==> config.mk <==
export PLATFORM = sky130hd
export DESIGN_NAME = gtp_rcv_parse
export DESIGN_NICKNAME = d
export VERILOG_FILES = /design/src/rtl/gtp_rcv_parse.sv
export SDC_FILE = /design/constraint.sdc
export NUM_CORES = 1
export LEC_CHECK = 0
export ABC_CLOCK_PERIOD_IN_PS = 4400
export CORE_UTILIZATION = 52
export DETAILED_ROUTE_END_ITERATION = 10
export PLACE_DENSITY = 0.94
export SYNTH_ARGS = -nofsm -noshare
export SYNTH_HDL_FRONTEND = slang
export SYNTH_SLANG_ARGS = --single-unit
==> constraint.sdc <==
create_clock -name clk -period 4.4 [get_ports clk]
set_input_delay 0.88 -clock clk [delete_from_list [all_inputs] [get_ports clk]]
set_output_delay 0.88 -clock clk [all_outputs]
set_load 0.02 [all_outputs]
==> src/rtl/gtp_rcv_parse.sv <==
// gtp_rcv_parse: GTP receive parser - trigger extraction, CW block re-framing into a block FIFO.
// Optional idle-data watchdog inside a block: define RCV_WDOG_EN.
module gtp_rcv_parse #(
   parameter int FIFO_AW     = 11,
   parameter int CNT_W       = 16,
   parameter int WDOG_CYCLES = 1023
) (
   input  logic               clk,
   input  logic               rst_n,
   input  logic               link_up,
   input  logic [15:0]        datain,
   input  logic               kchar,
   input  logic [FIFO_AW:0]   fifo_free,
   output logic [15:0]        out_data,
   output logic               out_we,
   output logic               out_last,
   output logic               trig,
   output logic               err_undr,
   output logic               err_ovr,
   output logic               err_kchar,
   output logic               err_drop,
   output logic [CNT_W-1:0]   cnt_blocks,
   output logic [CNT_W-1:0]   cnt_errors
);
   typedef enum logic [1:0] {HUNT, IDLE, BODY, DROP} state_t;

   state_t     r_state, w_state;
   logic [8:0] r_rem, w_rem;
   logic [8:0] w_n;
   logic       w_trg, w_com, w_cw, w_dat, w_fit, w_blk, w_tmo;
   logic       w_we, w_last, w_undr, w_ovr, w_kerr, w_drop, w_err;

   assign w_n   = datain[8:0];
   assign w_trg = kchar && datain == 16'h801C;
   assign w_com = kchar && datain == 16'h00BC;
   assign w_cw  = !kchar && datain[15];
   assign w_dat = !kchar && !datain[15];
   assign w_blk = r_state == BODY || r_state == DROP;
   // widened compare so N+1 = 512 never wraps against a narrow fifo_free
   assign w_fit = 32'(fifo_free) >= 32'(w_n) + 32'd1;

`ifdef RCV_WDOG_EN
   localparam int WW = $clog2(WDOG_CYCLES + 1);
   logic [WW-1:0] r_wdog, w_wdog;

   always_comb begin
      w_tmo  = 1'b0;
      w_wdog = '0;
      if (link_up && w_blk && !w_cw && !w_dat) begin
         w_tmo  = r_wdog == WW'(WDOG_CYCLES - 1);
         w_wdog = w_tmo ? '0 : r_wdog + WW'(1);
      end
   end

   always_ff @(posedge clk or negedge rst_n)
      if (!rst_n) r_wdog <= '0;
      else        r_wdog <= w_wdog;
`else
   assign w_tmo = 1'b0;
`endif

   always_comb begin
      w_state = r_state;
      w_rem   = r_rem;
      w_we    = 1'b0;
      w_last  = 1'b0;
      w_undr  = 1'b0;
      w_ovr   = 1'b0;
      w_drop  = 1'b0;
      w_kerr  = link_up && kchar && !w_trg && !w_com;
      if (!link_up) begin
         w_state = HUNT;
         w_rem   = '0;
      end else if (w_cw) begin
         w_undr  = w_blk;
         w_rem   = w_n;
         w_we    = w_fit;
         w_last  = w_fit && w_n == 9'd0;
         w_drop  = !w_fit;
         w_state = w_n == 9'd0 ? IDLE : (w_fit ? BODY : DROP);
      end else if (w_dat) begin
         if (w_blk) begin
            w_we    = r_state == BODY;
            w_last  = r_state == BODY && r_rem == 9'd1;
            w_rem   = r_rem - 9'd1;
            w_state = r_rem == 9'd1 ? IDLE : r_state;
         end else begin
            w_ovr = r_state == IDLE;
         end
      end else if (w_tmo) begin
         w_undr  = 1'b1;
         w_rem   = '0;
         w_state = IDLE;
      end
   end

   assign w_err = w_undr || w_ovr || w_kerr || w_drop;

   always_ff @(posedge clk or negedge rst_n)
      if (!rst_n) begin
         r_state    <= HUNT;
         r_rem      <= '0;
         out_data   <= '0;
         out_we     <= 1'b0;
         out_last   <= 1'b0;
         trig       <= 1'b0;
         err_undr   <= 1'b0;
         err_ovr    <= 1'b0;
         err_kchar  <= 1'b0;
         err_drop   <= 1'b0;
         cnt_blocks <= '0;
         cnt_errors <= '0;
      end else begin
         r_state    <= w_state;
         r_rem      <= w_rem;
         out_data   <= datain;
         out_we     <= w_we;
         out_last   <= w_last;
         trig       <= w_trg;
         err_undr   <= w_undr;
         err_ovr    <= w_ovr;
         err_kchar  <= w_kerr;
         err_drop   <= w_drop;
         cnt_blocks <= cnt_blocks + CNT_W'(w_we && w_last && !(&cnt_blocks));
         cnt_errors <= cnt_errors + CNT_W'(w_err && !(&cnt_errors));
      end
endmodule

# Yosys cells after proc, flatten, opt, wreduce, memory -nomap -nowiden
# Cells that the tools add are included.
[word_totals]
input_bits = 32
word_cells = 81
register_bits = 66
output_inout_bits = 55
[op_classes]
addsub = 4
eq_ne = 9
reduce_logical = 28
magnitude_cmp = 1
muxes = 27
[op_table]
columns = ["operator", "n"]
rows = [
  ["two-way mux 9 bit", 4],
  ["adder 16 x 1 -> 16 bit", 2],
  ["AND reduction 16 bit", 2],
  ["two-way mux 1 bit", 17],
  ["equality test 16 bit, second input constant", 1],
  ["equality test 16 x 8 -> 1 bit, second input constant", 1],
  ["greater-or-equal comparator 12 x 10 -> 1 bit", 1],
  ["logical AND 1 bit", 12],
  ["two-way mux 2 bit", 6],
  ["adder 9 x 1 -> 10 bit, second input constant", 1],
  ["equality test 9 x 1 -> 1 bit, second input constant", 1],
  ["zero test 9 bit", 1],
  ["!= test 3 x 1 -> 1 bit, second input constant", 3],
  ["subtractor 9 x 1 -> 9 bit, second input constant", 1],
  ["zero test 1 bit", 7],
  ["equality test 2 bit, second input constant", 2],
  ["logical OR 1 bit", 4],
  ["AND reduction 3 bit", 1],
  ["equality test 2 x 1 -> 1 bit, second input constant", 1],
  ["AND reduction 2 bit", 1],
]

# Logic depth before layout (Yosys ltp)
[logic_depth]
depth_word = 11
mapped_depth = 16
ltp_nobuf = 16

# Least setup slack after synthesis
# No wires, ideal clock.
[synth_timing]
path_type = "input to register"
from = "input datain[5]"
to = "register cnt_blocks[12]"
setup_slack_ns = 0.596
setup_ns = 0.129
arrival_ns = 3.675
path_buffers = 1
cell_stages = 16
t_required_ns = 4.271
path_cell_list = "clkbuf_1 -> and3_1 -> nand3_1 -> xor2_1 -> ha_1 -> nand4_1 -> nor3_1 -> a211oi_2 -> nor3_1 -> a2bb2oi_2 -> ha_1 -> ha_1 -> nand3_1 -> nor2_1 -> nand4_1 -> xnor2_1"
[synth_between]
elab_chain_cells = 8
elab_cells_between_ends = 11
classes_between = "add/sub: 2; order compare: 1; mux: 4; reduce/logical: 4"
[synth_lines]
columns = ["item", "line_no", "text"]
rows = [
  ["from (decl)", "11", "input logic [15:0] datain,"],
  ["adder 9 x 1 -> 10 bit", "40", "assign w_fit = 32'(fifo_free) >= 32'(w_n) + 32'd1;"],
  ["greater-or-equal comparator 12 x 10 -> 1 bit", "40", ""],
  ["logical AND 1 bit", "78", "w_last = w_fit && w_n == 9'd0;"],
  ["two-way mux 1 bit", "74", "end else if (w_cw) begin"],
  ["two-way mux 1 bit", "71", "if (!link_up) begin"],
  ["logical AND 1 bit * (2 in series)", "124", "cnt_blocks <= cnt_blocks + CNT_W'(w_we && w_last && !(&cnt_blocks));"],
  ["adder 16 x 1 -> 16 bit *", "124", ""],
  ["to (signal assigned)", "124", ""],
  ["to (decl)", "22", "output logic [CNT_W-1:0] cnt_blocks,"],
]
# Mark *: on every way between the ends. The rest lies on a longest branch, timed or not.
# A chain may end at the register's enable or synchronous reset.

# Worst setup path after layout
[layout_timing]
from = "input datain[4]"
to = "register cnt_errors[14]"
[layout_between]
elab_chain_cells = 9
elab_cells_between_ends = 17
classes_between = "add/sub: 2; order compare: 1; eq/ne: 2; mux: 2; reduce/logical: 10"
[layout_lines]
columns = ["item", "line_no", "text"]
rows = [
  ["parallel branches: the longest is 6 deep, another holds greater-or-equal comparator 12 x 10 -> 1 bit", "n/a", ""],
  ["logical OR 1 bit *", "97", "assign w_err = w_undr || w_ovr || w_kerr || w_drop;"],
  ["logical AND 1 bit *", "125", "cnt_errors <= cnt_errors + CNT_W'(w_err && !(&cnt_errors));"],
  ["adder 16 x 1 -> 16 bit *", "125", ""],
  ["to (signal assigned)", "125", ""],
  ["to (decl)", "23", "output logic [CNT_W-1:0] cnt_errors"],
]
# Every way passes the cells marked *.

==> results.py <==
metrics = {
    "worst_setup_path": {
        "startpoint_type": "input port",
        "r2r_end": "cnt_blocks[14]$_DFF_PN0_",
        "end_kind": "register",
        "path_class": "in2reg",
        "crit_arrival_ns": 4.44,
        "cp_data_required_time_ns": 4.62,
        "reg2regPathDepth": 10,
        "r2r-start": "r_rem[2]$_DFFE_PN0P_",
        "crit_slowest_cell": "clkdlybuf4s50_1",
        "path_buf_inv": 1,
        "critPathTopFamily": "simple AND/OR/NAND/NOR gates",
        "r2r_slack_ns": 1.80,
        "cpPeakStageDelay_ns": 0.49,
        "path_max_fanout": 6,
        "path_cells": "clkdlybuf4s50_1 -> and3_1 -> and3_1 -> nand3_1 -> xor2_1 -> ha_1 -> a21oi_1 -> a21boi_0 -> a211oi_2 -> nand3_1 -> a32oi_1 -> ha_1 -> ha_1 -> and3_1 -> nand4_1 -> xnor2_1",
    },
    "grt": {
        "busiest_layer": "met2",
        "antenna_found_initial": 0,
        "grt.total_usage": 0.260,
        "grtUsageMet1": 0.333,
        "grt_overflow": 0,
        "grt_max_degree": 39,
        "grt_pass1_vias": 2664,
        "grt_pass1_wl_um": 12600,
        "globalRouteMet2Util": 0.411,
        "use_met3": 0.0742,
    },
    "logic_synthesis": {
        "avgSynthCellArea_um2": 10.7,
        "netlist_area_um2": 3250,
        "synth_top_cells_by_count": "dfrtp_1 (66), nand2_1 (28), nand3_1 (24)",
        "netlist_top_cells_area": "dfrtp_1 (51%), ha_1 (6.9%), xnor2_1 (6.2%), nand3_1 (3.7%), nand2_1 (3.2%)",
        "synth_cells": 304,
        "yosys_warnings": 0,
        "synth-main-ff-cell": "dfrtp_1",
        "synth.distinct_cells": 53,
        "synth_top_area_share": 0.509,
        "yosysMostFrequentCell": "dfrtp_1",
        "ys_async_sr_fraction": 1.00,
        "syn-num-nets": 354,
        "synth_seq_cells": 66,
        "yosysTopAreaCell": "dfrtp_1",
        "synth-seq-area-share": 0.509,
        "synth_edf_count": 0,
    },
    "floorplan": {
        "core_region_area_um2": 5960,
        "die_h_um": 81.0,
        "rows": 28,
        "io_pins": 87,
        "dieArea_um2": 6560,
        "die_w_um": 81.0,
        "floorplan.initialDensity": 0.545,
    },
    "placed_design": {
        "gp_congestion": 0.863,
        "dp_hpwl_um": 5810,
        "placed_cell_area_um2": 4240,
        "io_buffers": 86,
    },
    "clock_tree": {
        "clockRootBuffer": "clkbuf_8",
        "cts_resized": 0,
        "clkTransAtPathRegs_ns": 0.07,
        "post_cts_buffers": 0,
        "worstSkewPairLatency_ns": 0.34,
        "cts_sinks": 66,
        "cts_tree": "done",
        "h-tree-depth": 3,
        "cts_hold_buffers": 0,
        "cts_buffer_depth": 2,
        "cts_made_buffers": 9,
    },
    "finish": {
        "n_antenna_cell": 0,
        "fin_area_um2": 4430,
        "nNetsFinal": 457,
        "drive_gt1_frac": 0.109,
        "area_growth_pct": 36.6,
    },
    "drt": {
        "antenna_left": 0,
        "drt_iter0_drc": 217,
        "vias": 2734,
        "wl_um": 7780,
        "drtPass1Iterations": 4,
        "viasPerCell": 5.61,
        "wl_per_cell_um": 16.0,
        "drc": 0,
    },
    "timing": {
        "period_minus_slack_ns": 4.22,
        "slew_viol_final": 0,
        "final-setup-viol-count": 0,
        "maxSlewHeadroom": 0.579,
        "setup-tns-final_ns": 0,
        "hold_slack_ns": 0.495,
        "max_freq_mhz": 237,
        "fin_crit_sh": 0.959,
        "rsz0062_at_grt": "no",
        "hold_viol": 0,
        "fin_skew_ns": 0.00675,
        "worstMarginPinSlew_ns": 0.632,
    },
    "worst_hold_path": {
        "holdPathEnd": "cnt_errors[11]$_DFF_PN0_",
        "min_path_cells": 1,
        "worstHoldStart": "cnt_errors[11]$_DFF_PN0_",
        "hold_path.class": "reg2reg",
    },
    "run": {
        "max_cap_viol_count": 0,
    },
    "pwr": {
        "irDropWorstVdd_mv": 0.259,
        "cellPowerDensity_nw_per_um2": 349,
        "cellLeakagePower_uw": 0.00194,
    },
    "run_status": {
        "status": "complete, no violations",
    },
}
## worst register-to-register path, cell delays in order (launching register included)
cell	delay, ns
dfrtp_1	0.46
nor4_4	0.49
nand3_2	0.17
nor3_2	0.23
a2bb2oi_2	0.14
ha_1	0.21
ha_1	0.19
nand3_1	0.09
nor2_1	0.21
nand3_1	0.13
xnor2_1	0.15
## power by group
part	internal (µW)	total, µW	leakage (µW)	switching (µW)
clock network	260	483	0.0000893	223
logic	165	346	0.000984	181
registers	658	720	0.000866	61.7
## metrics by stage
stage	total power [µW]	setup WS [ns]	instances	util
final	1550	0.179	487	0.745
after global routing	1630	0.0337	487	0.745
after CTS	1560	0.248	487	0.744
after detailed placement	1070	-0.122	471	0.712
after global placement	1060	0.109	471	0.712
after floorplan	893	0.596	304	-
## cell families (layout without fill, tap and decap cells)
logic type,after synthesis,count (layout),share of synthesized area
AND/OR/NAND/NOR,118,118,0.203
XOR/XNOR,35,35,0.0944
AO/OA/AOI/OAI,51,51,0.0971
buffers and inverters,16,124,0.0270
flip-flops,66,66,0.509
adder cells (fa/ha/maj),18,18,0.0694
## cell usage in the layout, fill, tap and decap left out, types with 2 or more instances in the layout
cell             instances
ha_1                    18
clkinv_2                 2
a22oi_1                  2
dfrtp_1                 66
clkinvlp_4               2
xor2_1                  12
nor3_2                   3
o21ai_0                  6
nor2_2                   2
inv_1                    7
nand2b_1                 2
o21ai_2                  2
o22ai_1                  2
buf_4                   14
clkdlybuf4s50_1         85
nand3_1                 24
nor3_1                   8
and4_1                   3
o21ai_1                 16
nand2_1                 28
and3_1                  10
nor4_1                   3
clkbuf_1                 2
clkbuf_8                 9
nand4_1                  5
nor2_1                  13
a31oi_1                  2
xnor2_1                 23
a21oi_1                 11
nor3b_1                  3
## final cells by class
class,count,area (µm²)
fill,434,1520
inverter,8,30.0
timing repair buffer,100,961
clock inverter,5,55.1
sequential,66,1650
tap,75,93.8
clock buffer,11,131
multi-input combinational,222,1510
## sequential cells by signal, summed over array words and instances, names as in the netlist
register and cells:
cnt_blocks 16, cnt_errors 16, out_data 16, r_rem 9, r_state 2, err_drop 1
err_kchar 1, err_ovr 1, err_undr 1, out_last 1, out_we 1, trig 1
## worst max-delay path by stage
stage | start | endpoint | slack, ns | cells past startpoint
6_report | datain[4] | cnt_errors[14]$_DFF_PN0_ | 0.18 | 16
5_1_grt | datain[2] | cnt_errors[14]$_DFF_PN0_ | 0.03 | 16
3_3_place_gp | datain[4] | cnt_blocks[12]$_DFF_PN0_ | 0.11 | 17
2_1_floorplan | datain[5] | cnt_blocks[12]$_DFF_PN0_ | 0.60 | 16
3_5_place_dp | datain[4] | cnt_errors[14]$_DFF_PN0_ | -0.12 | 16
4_1_cts | datain[4] | cnt_errors[14]$_DFF_PN0_ | 0.25 | 16
## layer usage
layer  wire (µm)  share of wire
met3         491          0.063
met4         138          0.018
met5           0              0
met1        3380           0.43
met2        3770           0.48
No activity file was read; power rests on OpenSTA's default activity.
==> RTL change: new RTL, same flow settings <==
Change the parameter `FIFO_AW` from 11 to 10.
--- a/src/rtl/gtp_rcv_parse.sv
+++ b/src/rtl/gtp_rcv_parse.sv
@@ -1,7 +1,7 @@
 // gtp_rcv_parse: GTP receive parser - trigger extraction, CW block re-framing into a block FIFO.
 // Optional idle-data watchdog inside a block: define RCV_WDOG_EN.
 module gtp_rcv_parse #(
-   parameter int FIFO_AW     = 11,
+   parameter int FIFO_AW     = 10,
    parameter int CNT_W       = 16,
    parameter int WDOG_CYCLES = 1023
 ) (
Ports: changed (resized fifo_free); port bits go from 87 to 86. No check against the original RTL was run, so the function may have changed too.
==> RTL change against the original RTL <==
Combinational power is 5% higher; register-to-register slack worse by 0.04 ns; synthesized area is 0.69% lower; total power is 5.5% higher; routed wire length is 2.4% lower; sequential cell count stayed put; sequential power is 1% higher; worst hold slack better by 0.0068 ns; setup slack better by 0.080 ns; final area is 0.73% higher; core utilization is 0.55 points higher; die area is 0.68% lower; critical path type unchanged; critical endpoint is now cnt_errors[10]; highest routed layer unchanged.
==> RTL change: results (changes against the original RTL) <==
grt_pass1_vias: 2685  # +0.79%
synth.area.top_cells: "dfrtp_1 (51%), ha_1 (7.0%), xnor2_1 (6.5%)"
buffers: 104  # +4.0%
place_area_mm2: 0.004254  # +0.27%
post-route-util_pct: 75.00  # +0.55 points
status: "finished, final reports clean"
p_leak_nw: 1.977  # +1.9%
fillCellCount: 400  # -7.8%
hp-start: "cnt_blocks[13]"
ys_top_cells_by_count: "dfrtp_1 (66), nand3_1 (28), nand2_1 (26)"
syn_nets: 348  # -1.7%
peakVddDrop_uv: 356.7  # +38%
slew_headroom_pct: 48.58  # -9.3 points
drt_iter0_markers: 107  # -51%
r2r_start: "cnt_errors[7]"
clkCellAreaFrac_pct: 4.706  # +0.50 points
grt_pass1_wl_um: 12840  # +2.2%
synth_compound_area_share_pct: 10.40  # +0.69 points
multi_input_area_mm2: 0.001489  # -1.5%
synth.distinct_cells: 49  # -7.5%
dp_hpwl_um: 5642  # -2.9%
hold-worst-slack_ns: 0.5018  # +0.006821 ns
yosysSeqAreaShare_pct: 51.24  # +0.36 points
synth_xor_area_share_pct: 9.511  # +0.066 points
holdPathEnd: "cnt_blocks[13]"
synthAdderAreaFrac_pct: 6.988  # +0.048 points
multi_input_gates: 217  # -2.3%
RTL change: cells by family after synthesis:
group | after synthesis
compound gates | 51
buf+inv | 16
fa+ha+maj | 18
simple gates | 112
flops | 66
mux | 1
xor+xnor | 35
RTL change: layer usage:
metal	part of all wire [%]	GRT usage (%)	up-vias
met5	0	0	-
met4	1.9	10.18	0
met3	5.9	7.191	15
met2	50	43.31	110
met1	42	32.75	1284
li1	-	-	1284
RTL change: power by group through the flow:
stage	Combinational, mW	Clock, mW	Sequential, mW
3_5_place_dp	0.361	0	0.738
6_report	0.362	0.542	0.730
5_1_grt	0.396	0.585	0.738
3_3_place_gp	0.346	0	0.735
4_1_cts	0.363	0.549	0.727
2_1_floorplan	0.142	0	0.775
RTL change: what timing repair did:
action	in CTS	in global routing
setup endpoints to repair	0	5
resized for setup	0	1
endpoints found under the hold margin	0	0
buffers inserted	0	0
